`src/rtl/ps2_transmitter_pkg.sv`:
```
// Shared definitions for the PS/2 host-to-device transmitter: state encoding,
// default timing, command bytes and frame construction.
package ps2_transmitter_pkg;

    typedef enum logic [2:0] {
        ST_IDLE,
        ST_INHIBIT,
        ST_REQUEST,
        ST_SHIFT,
        ST_ACK,
        ST_WAIT_IDLE
    } ps2_state_t;

    localparam int DEF_INHIBIT_CYCLES = 5000;    // 100 us at 50 MHz
    localparam int DEF_TIMEOUT_CYCLES = 750000;  // 15 ms at 50 MHz
    localparam int CNT_W              = 20;
    localparam int FRAME_W            = 10;      // 8 data + parity + stop
    localparam int LAST_SHIFT_EDGE    = 10;

    localparam logic [7:0] PS2_CMD_SET_LEDS = 8'hED;
    localparam logic [7:0] PS2_CMD_RESEND   = 8'hFE;
    localparam logic [7:0] PS2_CMD_RESET    = 8'hFF;

    typedef struct packed {
        logic done;
        logic nack;
        logic timeout;
    } ps2_status_t;

    function automatic logic odd_parity(input logic [7:0] d);
        return ~^d;
    endfunction

    // Shifted out LSB first after the start bit; stop bit sits at the top.
    function automatic logic [FRAME_W-1:0] build_frame(input logic [7:0] d);
        return {1'b1, odd_parity(d), d};
    endfunction

endpackage

```
`src/rtl/ps2_line_sync.sv`:
```
// Two-flop synchronizer for one open-drain PS/2 line with falling-edge detect.
module ps2_line_sync (
    input  logic clk_50Mhz,
    input  logic rst,
    input  logic line_in,
    output logic line_sync,
    output logic fall
);

    logic [1:0] sync_q;
    logic       prev_q;

    // Idle bus level is high, so everything resets to 1 to avoid a false edge.
    always_ff @(posedge clk_50Mhz) begin
        if (rst) begin
            sync_q <= 2'b11;
            prev_q <= 1'b1;
        end else begin
            sync_q <= {sync_q[0], line_in};
            prev_q <= sync_q[1];
        end
    end

    assign line_sync = sync_q[1];
    assign fall      = prev_q & ~sync_q[1];

endmodule

```
`src/rtl/ps2_transmitter.sv`:
```
// PS/2 host-to-device byte transmitter: inhibit, request-to-send, clocked
// shift of data/parity/stop under device clock, ack check and watchdog.
module ps2_transmitter
    import ps2_transmitter_pkg::*;
#(
    parameter int INHIBIT_CYCLES = DEF_INHIBIT_CYCLES,
    parameter int TIMEOUT_CYCLES = DEF_TIMEOUT_CYCLES
) (
    input  logic       clk_50Mhz,
    input  logic       rst,
    input  logic       tx_start,
    input  logic [7:0] tx_data,
    input  logic       ps2_clk_in,
    input  logic       ps2_data_in,
    output logic       ps2_clk_oe,
    output logic       ps2_data_oe,
    output logic       busy,
    output logic       done,
    output logic       nack,
    output logic       timeout
);

    localparam logic [CNT_W-1:0] INHIBIT_LAST = CNT_W'(INHIBIT_CYCLES - 1);
    localparam logic [CNT_W-1:0] TIMEOUT_LAST = CNT_W'(TIMEOUT_CYCLES - 1);
    localparam logic [3:0]       EDGE_TO_ACK  = 4'(LAST_SHIFT_EDGE - 1);

    ps2_state_t         state_q, state_n;
    logic [CNT_W-1:0]   cnt_q, cnt_n;
    logic [3:0]         edge_q, edge_n;
    logic [FRAME_W-1:0] sh_q, sh_n;
    logic               dq_q, dq_n;
    ps2_status_t        stat_q, stat_n;

    logic clk_sync, clk_fall;
    logic data_sync, unused_data_fall;
    logic watched;

    ps2_line_sync u_clk_sync (
        .clk_50Mhz (clk_50Mhz),
        .rst       (rst),
        .line_in   (ps2_clk_in),
        .line_sync (clk_sync),
        .fall      (clk_fall)
    );

    ps2_line_sync u_data_sync (
        .clk_50Mhz (clk_50Mhz),
        .rst       (rst),
        .line_in   (ps2_data_in),
        .line_sync (data_sync),
        .fall      (unused_data_fall)
    );

    always_ff @(posedge clk_50Mhz) begin
        if (rst) begin
            state_q <= ST_IDLE;
            cnt_q   <= '0;
            edge_q  <= '0;
            sh_q    <= '0;
            dq_q    <= 1'b0;
            stat_q  <= '0;
        end else begin
            state_q <= state_n;
            cnt_q   <= cnt_n;
            edge_q  <= edge_n;
            sh_q    <= sh_n;
            dq_q    <= dq_n;
            stat_q  <= stat_n;
        end
    end

    assign watched = (state_q == ST_REQUEST) || (state_q == ST_SHIFT) ||
                     (state_q == ST_ACK)     || (state_q == ST_WAIT_IDLE);

    always_comb begin
        state_n     = state_q;
        cnt_n       = cnt_q;
        edge_n      = edge_q;
        sh_n        = sh_q;
        dq_n        = dq_q;
        stat_n      = '0;
        ps2_clk_oe  = 1'b0;
        ps2_data_oe = 1'b0;

        case (state_q)
            ST_IDLE: begin
                // A start landing on a completion pulse is dropped on purpose.
                if (tx_start && (stat_q == '0)) begin
                    sh_n    = build_frame(tx_data);
                    cnt_n   = '0;
                    edge_n  = '0;
                    dq_n    = 1'b0;
                    state_n = ST_INHIBIT;
                end
            end
            ST_INHIBIT: begin
                ps2_clk_oe  = 1'b1;
                ps2_data_oe = (cnt_q == INHIBIT_LAST);
                if (cnt_q == INHIBIT_LAST) begin
                    cnt_n   = '0;
                    state_n = ST_REQUEST;
                end else begin
                    cnt_n = cnt_q + 1'b1;
                end
            end
            ST_REQUEST: ps2_data_oe = 1'b1;
            ST_SHIFT:   ps2_data_oe = dq_q;
            ST_ACK, ST_WAIT_IDLE: ;
            default:    state_n = ST_IDLE;
        endcase

        if (watched) begin
            cnt_n = clk_fall ? '0 : cnt_q + 1'b1;
            if (clk_fall) begin
                case (state_q)
                    ST_REQUEST, ST_SHIFT: begin
                        // Host changes data on the falling edge; device samples while high.
                        dq_n    = ~sh_q[0];
                        sh_n    = {1'b1, sh_q[FRAME_W-1:1]};
                        edge_n  = edge_q + 1'b1;
                        state_n = (edge_q == EDGE_TO_ACK) ? ST_ACK : ST_SHIFT;
                    end
                    ST_ACK: begin
                        if (data_sync) begin
                            stat_n.nack = 1'b1;
                            state_n     = ST_IDLE;
                        end else begin
                            state_n = ST_WAIT_IDLE;
                        end
                    end
                    default: ;
                endcase
            end
            if ((state_q == ST_WAIT_IDLE) && clk_sync && data_sync) begin
                stat_n.done = 1'b1;
                state_n     = ST_IDLE;
            end else if (!clk_fall && (cnt_q == TIMEOUT_LAST)) begin
                stat_n.timeout = 1'b1;
                state_n        = ST_IDLE;
            end
        end
    end

    assign busy    = (state_q != ST_IDLE);
    assign done    = stat_q.done;
    assign nack    = stat_q.nack;
    assign timeout = stat_q.timeout;

endmodule

```
`config.mk`:
```
export PLATFORM = sky130hd
export DESIGN_NAME = ps2_transmitter
export DESIGN_NICKNAME = d
export VERILOG_FILES = /design/src/rtl/ps2_transmitter_pkg.sv /design/src/rtl/ps2_line_sync.sv /design/src/rtl/ps2_transmitter.sv
export SDC_FILE = /design/constraint.sdc
export NUM_CORES = 1
export LEC_CHECK = 0
export BUFFER_PORTS_ARGS = -buffer_cell sky130_fd_sc_hd__buf_2
export CAP_MARGIN = 20
export CORE_MARGIN = 2
export CORE_UTILIZATION = 35
export DETAILED_ROUTE_END_ITERATION = 16
export PLACE_DENSITY = 0.55
export SYNTH_ARGS = -nofsm -noshare
export SYNTH_HDL_FRONTEND = slang
export SYNTH_HIERARCHICAL = 1
export SYNTH_SLANG_ARGS = --single-unit
```
`constraint.sdc`:
```
create_clock -name clk_50Mhz -period 2.31 [get_ports clk_50Mhz]
set_input_delay 0.462 -clock clk_50Mhz [delete_from_list [all_inputs] [get_ports clk_50Mhz]]
set_output_delay 0.462 -clock clk_50Mhz [all_outputs]
set_load 0.01 [all_outputs]
```
# Word level (Yosys, flattened, before mapping)
# Cells that the tools add are included.
[word_totals]
word_cells = 82
reg_bits = 46
input_bits = 13
out_inout_bits = 6
[op_classes]
add_sub_neg = 2
muxes = 35
n_reduce_logical = 19
n_bitwise = 6
n_eq_ne = 9
[op_table]
columns = ["cell", "n"]
rows = [
  ["$mux W20", 4],
  ["$mux W10", 5],
  ["$pmux W20 S2", 1],
  ["$mux W3", 8],
  ["$add A20 B1 Y20 const B", 1],
  ["$eq A20 B13 Y1 const B", 1],
  ["$eq A20 B20 Y1 const B", 1],
  ["$mux W4", 5],
  ["$mux W1", 9],
  ["$pmux W3 S3", 1],
  ["$reduce_or A4 Y1", 2],
  ["$reduce_xnor A8 Y1", 1],
  ["$eq A3 B2 Y1 const B", 2],
  ["$eq A3 B3 Y1 const B", 2],
  ["$logic_not A3 Y1", 2],
  ["$pmux W3 S2", 1],
  ["$reduce_bool A3 Y1", 2],
  ["$not A1 Y1", 5],
  ["$add A4 B1 Y4 const B", 1],
  ["$eq A4 B4 Y1 const B", 1],
  ["$logic_and A1 B1 Y1", 4],
  ["$reduce_or A2 Y1", 2],
  ["$eq A3 B1 Y1 const B", 1],
  ["$logic_or A1 B1 Y1", 3],
  ["6 further kinds", 6],
]

# Longest topological paths before layout
# Gate-level depths: netlist (run 1).
[depth]
depth_word = 9
mapped_depth = 10
mapped_depth_nobuf = 7

# Hierarchy
# Netlist (run 1), hierarchy kept.
[modules_own_cells]
columns = ["mod", "seq_area_each_um2", "area_each_um2", "cells_per_inst", "instances"]
rows = [
  ["ps2_transmitter", 820.8, 2177.1, 259, 1],
  ["ps2_line_sync", 60.1, 85.1, 7, 2],
]

# Worst setup path after synthesis (run 1)
# OpenSTA, ideal clock, no wires.
[synth_path]
kind = "register -> output"
from = "register cnt_q[0]"
to = "output port ps2_data_oe"
arrival_ns = 1.455
t_required_ns = 1.848
path_stages_with_launch = 7
path_slack_ns = 0.393
path_buffers = 0
path_cell_list = "dfxtp_1 > ha_1 > nor4b_1 > nand3_1 > and4b_1 > a31oi_1 > nor2_1"
[synth_via]
elab_chain_len = 2
[synth_rtl]
columns = ["item", "line", "text"]
rows = [
  ["start, declared", "ps2_transmitter.sv:28", "logic [CNT_W-1:0] cnt_q, cnt_n;"],
  ["start signal, assigned", "ps2_transmitter.sv:64", "cnt_q <= cnt_n;"],
  ["$eq A20 B13 Y1", "ps2_transmitter.sv:98", "ps2_data_oe = (cnt_q == INHIBIT_LAST);"],
  ["$pmux W1 S3", "ps2_transmitter.sv:85", "case (state_q)"],
  ["end, declared", "ps2_transmitter.sv:16", "output logic ps2_data_oe,"],
]
# Every way passes these cells.

# Worst setup path in the final report (run 1)
[layout_path]
from = "register cnt_q[1]"
to = "output port ps2_data_oe"
# The elaborated chain is that of the path after synthesis.

==> parameters.txt, run 1 <==
Parameter                              Value

Cells and area
  Multi-input combinational cell area    ~1400 um^2
  Layout Utilization    0.413
  Register area    931 um^2
  Antenna Diode Count    0
  Number of nets in the layout    between 300 and 400
  Number of fill cells    approximately 650
  Area added between synthesis and finish    13.8%
  Share of layout cells above drive strength 1    0.165

Setup path
  Worst r2r path cells    5
  Startpoint kind of the worst setup timing path    register
  Worst Path Max Fanout    4
  Critical Path End Type    output pin
  Required time of the critical path    1850 ps
  Class of the most critical setup path    register to output pin
  Worst Path Arrival    1760 ps

Global route
  Gr usage total    0.151
  Maximum number of pins on one net before global-route repair    29
  Via count of the first global-routing pass    1886
  Total overflow reported by the global router    0
  Wire length of the first global-routing pass    8.87 mm
  Number of antenna violations at the first check in global routing    0

STA
  Clock skew    between 4 and 5 ps
  Number of endpoints failing setup at the final stage    0
  Sum of negative setup slack    0 ps
  Final slew viol count    0
  Fin crit period    about 2200 ps
  Actual transition at the worst max-transition pin    527 ps
  Number of hold violations in the final report    0
  Unrepaired setup endpoints after global routing    true
  Ratio of final minimum period to clock period    0.961
  Highest clock rate    450 MHz
  Relative slew slack    0.648

Drt
  Detailed-route vias per instance    5.38
  DR vias    1981
  Total iterations of the first detailed-routing run    4
  Routed len/inst    about 14 um
  Wire length after detailed routing    just over 5 mm
  Starting DRC count in detailed routing    75
  Post-detailed-route count of antenna-violating nets    0
  Post-detailed-route DRC marker count    0

Die
  Initial Util    0.362
  Top Ports    19
  Die boundary width    85.3 um
  Floorplan die height    85.3 um
  Row Count    29
  Area of the placeable core    between 6000 and 7000 um^2
  Die ar.    7280 um^2

Yosys
  Syn nets    290
  Synthesized netlist cell count    270
  Post-Synthesis Cell Area    2310 um^2
  Post-synthesis average cell area    roughly 8.6 um^2
  Yosys synthesis warning count    6

Hold path
  Path type of the worst min-delay path    primary input to register
  Depth of the worst hold-timing path    2

Power
  Worst ir drop on vdd    0.327 mV
  Reported leakage power    0.961 nW
  Overall power    approximately 1.5 mW
  Areal power density over the cells    552 nW/um^2

CTS
  # hold bufs at CTS    0
  Num CTS Buffers    5
  Buffer cell driving the clock tree root    clkbuf_8
  Sink Count    46
  Buffer levels on the longest clock path    2
  Worst-path clk slew    80 ps
  H-Tree Level Count    2
  CTS tree    done
  Clock latency on the worst-skew pair    300 ps

Flow run
  Max_cap viols    0

Run status
  Run status    finished clean

Placement
  Port Buffer Count    18
  Sum of net half-perimeters after detailed placement    3.61 mm
  Routability Congestion    just under 0.8
path summary, 6_finish.rpt:
kind | end | slack [ps] | start
setup reg to reg | cnt_q[10] | 290 | nack
hold / removal | u_data_sync/sync_q[0] | 340 | ps2_data_in
hold reg to reg | u_clk_sync/sync_q[1] | 410 | u_clk_sync/sync_q[0]
setup / recovery | ps2_data_oe | 90 | cnt_q[1]
layer usage:
layer | vias to the layer above | track usage | wire length (um)
met2 | 37 | 0.242 | 2410
met4 | 0 | 0.0476 | 55
met3 | 8 | 0.0360 | 226
met5 | - | 0 | 0
met1 | 927 | 0.200 | 2430
li1 | 1009 | - | -
critical path, cell delays in order (launching register included):
cell,delay [ps]
dfxtp_4,380
ha_4,140
nor4b_4,200
nand3_1,100
and4b_1,290
a31oi_1,90
nor2_1,120
buf_2,140
cell type report:
type	instances	area share
inverters	7	0.00997
flip-flops and latches	46	0.353
well taps	77	0.0366
clock inverters	2	0.00380
clock buffers	5	0.0261
repair buffers	25	0.0541
multi-input cells	206	0.516
sequential cells by signal, indices dropped and copies added, names as in the netlist:
register,count
cnt_q,20
edge_q,4
done,1
state_q,3
u_clk_sync/sync_q,2
sh_q,10
u_clk_sync/prev_q,1
dq_q,1
timeout,1
u_data_sync/sync_q,2
nack,1
power by group:
group          switching, mW  internal [mW]  total (mW)
registers             0.0153          0.814       0.830
clock network          0.266          0.204       0.469
logic                 0.0888         0.0661       0.155
cells in the final DEF (no fill, tap or decap), types with 2 or more instances in the layout:
master / count
a211oi_1: 2
a21oi_1: 7
a311oi_1: 8
a31o_2: 2
a31oi_1: 5
and4_1: 5
and4b_1: 2
buf_2: 18
buf_4: 7
clkbuf_8: 5
clkinv_2: 2
dfxtp_1: 42
dfxtp_2: 2
dfxtp_4: 2
ha_1: 6
inv_1: 7
nand2_1: 23
nand2b_1: 2
nand3_1: 17
nand3b_1: 2
nand4_1: 7
nand4b_1: 2
nor2_1: 41
nor3_1: 10
nor3b_1: 2
nor3b_2: 2
nor4b_2: 2
o211a_1: 3
o21ai_0: 2
o21bai_1: 2
or2_1: 5
or2_2: 2
xnor2_1: 18
xor2_1: 7
timing repair:
| action | 4_1_cts | 5_1_grt |
|---|---|---|
| buffers inserted | 0 | 1 |
| resized for setup | 5 | 7 |
| pin swaps | 0 | 2 |
| setup endpoints to repair | 1 | 1 |
through the flow:
stage	cells	hold WS, ps	cell area (um^2)	setup WS (ps)
detailed placement	360	394	2500	165
CTS	367	324	2610	3.01
finish	368	336	2640	90.0
global placement	360	388	2500	189
global route	368	329	2640	-62.3
floorplan	270	385	2310	393
Note: power is estimated with default switching activity, not from simulation.
==> run 2: changes to the inputs <==
--- a/config.mk
+++ b/config.mk
@@ -7,10 +7,13 @@
 export LEC_CHECK = 0
 export BUFFER_PORTS_ARGS = -buffer_cell sky130_fd_sc_hd__buf_2
 export CAP_MARGIN = 20
+export CELL_PAD_IN_SITES_DETAIL_PLACEMENT = 0
+export CELL_PAD_IN_SITES_GLOBAL_PLACEMENT = 1
 export CORE_MARGIN = 2
 export CORE_UTILIZATION = 35
 export DETAILED_ROUTE_END_ITERATION = 16
-export PLACE_DENSITY = 0.55
+export GPL_TIMING_DRIVEN = 1
+export PLACE_DENSITY = 0.68
 export SYNTH_ARGS = -nofsm -noshare
 export SYNTH_HDL_FRONTEND = slang
 export SYNTH_HIERARCHICAL = 1
==> run 2 against run 1 <==
Worst setup slack better by 17 ps; sequential power is essentially flat; clock-buffer cell count is 2 higher; flip-flop and latch count unchanged; critical path depth unchanged; final cell count is 0.27% higher; wire length decreased by 1.2%; core utilization up 0.39 points; first-iteration DRC count down 2.7%; global-route usage shrank 0.29 points; non-clock buffer count is the same; die area is the same; largest cell class unchanged.
==> parameters.txt, run 2 (synthesis gave the netlist of run 1 again) <==
Parameter                              Value

Power
  Cell-internal power    1.12 mW
  Clock share of power    0.338
  Overall power    1.49 mW
  Areal power density over the cells    559 nW/um^2
  Worst ir drop on vdd    0.296 mV
  Share of total power consumed by net switching    0.246
  Combinational share of power    0.105
  Switching component of the power    366 uW
  Reported leakage power    roughly 0.97 nW
  Part of the power in registers    0.557

Setup path
  Worst r2r path cells    6
  Critical Path End Type    output pin
  Required time of the critical path    roughly 1900 ps
  Class of the most critical setup path    register to output pin
  Critical path launch point    cnt_q[1]
  Worst flop-to-flop path endpoint    cnt_q[19]
  R2r setup slk    around 270 ps
  Worst Path Max Fanout    4
  Startpoint kind of the worst setup timing path    register
  Start of the worst register-to-register path    nack
  Worst Path Arrival    1740 ps

Drt
  Routed len/inst    around 14 um
  DR vias    1988
  Starting DRC count in detailed routing    73
  Detailed-route vias per instance    5.39
  Wire length after detailed routing    ~5 mm
  Post-detailed-route DRC marker count    0
  Total iterations of the first detailed-routing run    4
  Post-detailed-route count of antenna-violating nets    0

Global route
  Via count of the first global-routing pass    about 1900
  Number of antenna violations at the first check in global routing    0
  Gr usage total    0.148
  Total overflow reported by the global router    0
  Wire length of the first global-routing pass    8.63 mm
  Maximum number of pins on one net before global-route repair    27

Cells and area
  Antenna Diode Count    0
  Layout Utilization    0.417
  Registers with the most flip-flops    cnt_q (20), sh_q (10), edge_q (4)
  Area added between synthesis and finish    14.9%
  Largest reg by FF count    cnt_q
  Flip-flop count of the largest register, all copies and words added    20
  Share of layout cells above drive strength 1    0.168
  Commonest cells after routing, fill and taps aside    dfxtp_1 (42), nor2_1 (41), nand2_1 (23), xnor2_1 (18), buf_2 (18)
  Commonest non-fill, non-tap cell in the layout    dfxtp_1
  Number of nets in the layout    slightly above 300
  Number of fill cells    681

STA
  Unrepaired setup endpoints after global routing    true
  Clock skew    5.98 ps
  Ratio of final minimum period to clock period    0.954
  Sum of negative setup slack    0 ps
  Fin crit period    around 2200 ps
  Number of hold violations in the final report    0
  Number of endpoints failing setup at the final stage    0
  Final slew viol count    0
  Actual transition at the worst max-transition pin    between 400 and 500 ps
  Highest clock rate    454 MHz
  Relative slew slack    0.672

Hold path
  Launch instance of the worst min-delay path    ps2_clk_in
  Worst Hold Path EP    u_clk_sync/sync_q[0]
  Path type of the worst min-delay path    primary input to register
  Depth of the worst hold-timing path    2

CTS
  Clock latency on the worst-skew pair    300 ps
  Buffer cell driving the clock tree root    clkbuf_8
  # hold bufs at CTS    0
  Buffer levels on the longest clock path    2
  CTS tree    done
  Num CTS Buffers    5
  Worst-path clk slew    80 ps
  H-Tree Level Count    2
  Sink Count    46

Die
  Row Count    29
  Die boundary width    around 85 um
  Die ar.    7280 um^2
  Top Ports    19
  Floorplan die height    85.3 um
  Area of the placeable core    ~6400 um^2
  Initial Util    0.362

Placement
  Sum of net half-perimeters after detailed placement    3.68 mm
  Port Buffer Count    18
  Routability Congestion    0.836

Run status
  Run status    finished clean

Flow run
  Max_cap viols    0
run 2: changes by cell type in the layout (fill, tap and decap cells not counted), sizes merged:
| cell | change |
|---|---|
| clkinv | -1 |
| clkbuf | +2 |
run 2: per-stage QoR:
step	setup slack (ps)	std cells	hold WS, ps	area, um^2
final	107	369	335	2660
after CTS	30.8	368	329	2620
after floorplan	393	270	385	2310
after detailed placement	141	360	392	2500
after global placement	166	360	388	2500
after global routing	-35.6	369	328	2660
run 2: final cells by class:
| cell class | count | area [um^2] | area share |
|---|---|---|---|
| clock buffers | 7 | 86.3 | 0.0325 |
| clock inverters | 1 | 5.00 | 0.00188 |
| inverters | 7 | 26.3 | 0.00988 |
| multi-input cells | 206 | 1370 | 0.515 |
| flip-flops and latches | 46 | 933 | 0.351 |
| well taps | 77 | 96.3 | 0.0362 |
| repair buffers | 25 | 143 | 0.0536 |
run 2: what timing repair did:
action | CTS | global route
gates resized for setup | 6 | 9
setup buffers | 0 | 1
pin swaps | 0 | 4
setup endpoints to repair | 1 | 1
run 2: metal layers:
| layer | GRT usage | wire, um |
|---|---|---|
| met1 | 0.201 | 2560 |
| met2 | 0.233 | 2170 |
| met3 | 0.0292 | 257 |
| met4 | 0.0548 | 74 |
| met5 | 0 | 0 |
run 2: worst max-delay path by stage:
stage / end / slack [ps]
detailed placement: ps2_data_oe / 140
global placement: ps2_data_oe / 170
CTS: ps2_data_oe / 30
floorplan: ps2_data_oe / 390
global route: ps2_data_oe / -40
finish: ps2_data_oe / 110
run 2: power by group through the flow:
stage / logic, mW / clock network, mW / registers, mW
global route: 0.176 / 0.566 / 0.832
CTS: 0.159 / 0.529 / 0.831
floorplan: 0.109 / 0 / 0.843
detailed placement: 0.156 / 0 / 0.847
global placement: 0.156 / 0 / 0.847
finish: 0.156 / 0.503 / 0.829
run 2: critical path, cell delays in order (launching register included):
cell and delay, ps:
dfxtp_4 380, ha_4 140, nor4b_4 200, nand3_1 100
and4b_2 310, a31oi_1 90, nor2_1 100, buf_2 130
==> run 3: changes to the inputs <==
--- a/config.mk
+++ b/config.mk
@@ -5,7 +5,7 @@
 export SDC_FILE = /design/constraint.sdc
 export NUM_CORES = 1
 export LEC_CHECK = 0
-export BUFFER_PORTS_ARGS = -buffer_cell sky130_fd_sc_hd__buf_2
+export BUFFER_PORTS_ARGS = -buffer_cell sky130_fd_sc_hd__buf_4
 export CAP_MARGIN = 20
 export CELL_PAD_IN_SITES_DETAIL_PLACEMENT = 0
 export CELL_PAD_IN_SITES_GLOBAL_PLACEMENT = 1
==> run 3 against run 2 <==
Worst hold slack better by 11 ps; critical path type unchanged; wire length is 0.63% lower; clock-buffer cell count is 2 lower; total power is 1.8% lower; clock skew is 5.6 ps higher; clock power is 6.4% lower; combinational power is 3% higher; register-to-register slack hardly changed; first-iteration DRC count is 12% higher; die area stayed put; core utilization is 0.31 points higher; via count is 1.5% lower.
==> parameters.txt, run 3 (synthesis gave the netlist of run 1 again) <==
Parameter                              Value

Setup path
  Worst r2r path cells    5
  Worst flop-to-flop path endpoint    cnt_q[10]
  Crit path buffers/inverters    1
  Cell with the biggest individual delay on the critical path    dfxtp_4
  Worst Path Arrival    ~1700 ps
  Start of the worst register-to-register path    nack
  Critical Path End Type    output pin
  Critical path launch point    cnt_q[0]
  Critical path cell sequence    ha_4, nor4b_4, nand3_1, and4b_2, a31oi_1, nor2_1, buf_4
  Delay of the slowest cell on the worst path    around 380 ps
  Class of the most critical setup path    register to output pin
  Worst Path Max Fanout    4
  R2r setup slk    280 ps
  Stages on worst setup path    7
  Required time of the critical path    1850 ps
  Gate family responsible for the most delay along the worst path    simple AND/OR/NAND/NOR gates
  Startpoint kind of the worst setup timing path    register
  Worst Setup EP    ps2_data_oe

CTS
  H-Tree Level Count    2
  Worst-path clk slew    roughly 90 ps
  # hold bufs at CTS    0
  Num CTS Buffers    5
  Sink Count    46
  Buffer levels on the longest clock path    2
  CTS tree    done
  Buffer cell driving the clock tree root    clkbuf_8
  Clock latency on the worst-skew pair    300 ps

Cells and area
  Share of layout cells above drive strength 1    0.165
  Largest reg by FF count    cnt_q
  Flip-flop count of the largest register, all copies and words added    20
  Registers with the most flip-flops    cnt_q (20), sh_q (10), edge_q (4)
  Number of fill cells    660
  Area added between synthesis and finish    15.8%
  Commonest cells after routing, fill and taps aside    dfxtp_1 (43), nor2_1 (41), buf_4 (25), nand2_1 (23), xnor2_1 (18)
  Commonest non-fill, non-tap cell in the layout    dfxtp_1
  Number of nets in the layout    311
  Layout Utilization    0.420
  Antenna Diode Count    0
  Layout Cells excl Fill    between 300 and 400

Placement
  Routability Congestion    0.859
  Sum of net half-perimeters after detailed placement    ~3.6 mm
  Port Buffer Count    18
  Worst slack at placement    153 ps
  Total instance count after detailed placement    360

Die
  Floorplan die height    85.3 um
  Row Count    29
  Initial Util    0.362
  Top Ports    19
  Area of the placeable core    6390 um^2
  Die boundary width    around 85 um
  Die ar.    between 7000 and 8000 um^2

STA
  Hold Worst Slack    346 ps
  Post-route worst setup slack    114 ps
  Actual transition at the worst max-transition pin    532 ps
  Relative slew slack    0.645
  Clock skew    approximately 12 ps
  Number of hold violations in the final report    0
  Unrepaired setup endpoints after global routing    true
  Final slew viol count    0
  Ratio of final minimum period to clock period    0.951
  Fin crit period    2200 ps
  Highest clock rate    455 MHz
  Number of endpoints failing setup at the final stage    0

Hold path
  Path type of the worst min-delay path    primary input to register

Drt
  Starting DRC count in detailed routing    82
  Wire length after detailed routing    around 5.0 mm
  Detailed-route vias per instance    between 5 and 6
  DR vias    ~2000
  Post-detailed-route DRC marker count    0
  Total iterations of the first detailed-routing run    4
  Post-detailed-route count of antenna-violating nets    0
  Routed len/inst    between 10 and 15 um

Power
  Worst ir drop on vdd    just under 0.3 mV
  Reported leakage power    ~0.97 nW
  Areal power density over the cells    545 nW/um^2
  Overall power    1.46 mW

Global route
  Maximum number of pins on one net before global-route repair    29
  Number of antenna violations at the first check in global routing    0
  Via count of the first global-routing pass    1815
  Wire length of the first global-routing pass    8.51 mm
  Gr usage total    0.145
  Total overflow reported by the global router    0

Run status
  Run status    finished clean

Flow run
  Max_cap viols    0
-- run 3: worst min path at each step --
stage,from,end,slack (ps),cells past startpoint
6_report,ps2_data_in,u_data_sync/sync_q[0],350,2
5_1_grt,ps2_data_in,u_data_sync/sync_q[0],340,2
4_1_cts,ps2_data_in,u_data_sync/sync_q[0],340,2
3_5_place_dp,u_clk_sync/sync_q[0],u_clk_sync/sync_q[1],390,1
3_3_place_gp,u_data_sync/sync_q[0],u_data_sync/sync_q[1],390,1
2_1_floorplan,u_clk_sync/sync_q[0],u_clk_sync/sync_q[1],390,1
-- run 3: power by group --
part / switching, mW / internal, mW / total [mW]
Sequential: 0.0157 / 0.814 / 0.830
Combinational: 0.0873 / 0.0733 / 0.161
Clock: 0.267 / 0.204 / 0.471
-- run 3: through the flow --
| step | area, um^2 | TNS, ps |
|---|---|---|
| 6_report | 2680 | 0 |
| 5_1_grt | 2680 | -10.9 |
| 4_1_cts | 2660 | 0 |
| 3_5_place_dp | 2540 | 0 |
| 3_3_place_gp | 2540 | 0 |
| 2_1_floorplan | 2310 | 0 |
-- run 3: final cells by class --
type                            instances  area, um^2  area share
Timing Repair Buffer                   25         188      0.0700
Multi-Input combinational cell        206        1360       0.508
Inverter                                7        26.3     0.00980
Sequential cell                        46         930       0.347
Tap cell                               77        96.3      0.0359
Clock inverter                          2        10.0     0.00373
Clock buffer                            5        68.8      0.0257
-- run 3: what timing repair did --
item	CTS	global route
cloned	0	0
pin swaps	0	4
gates resized for setup	6	6
buffers inserted	0	1
endpoints found under the hold margin	0	0
setup endpoints to repair	1	1
-- run 3: layer usage --
metal	vias up	global-route usage	part of all wire	wire length [um]
met5	-	0	0	0
met3	11	0.0292	0.043	214
met2	44	0.220	0.43	2160
met4	0	0.0563	0.018	93
li1	998	-	-	-
met1	905	0.201	0.51	2570
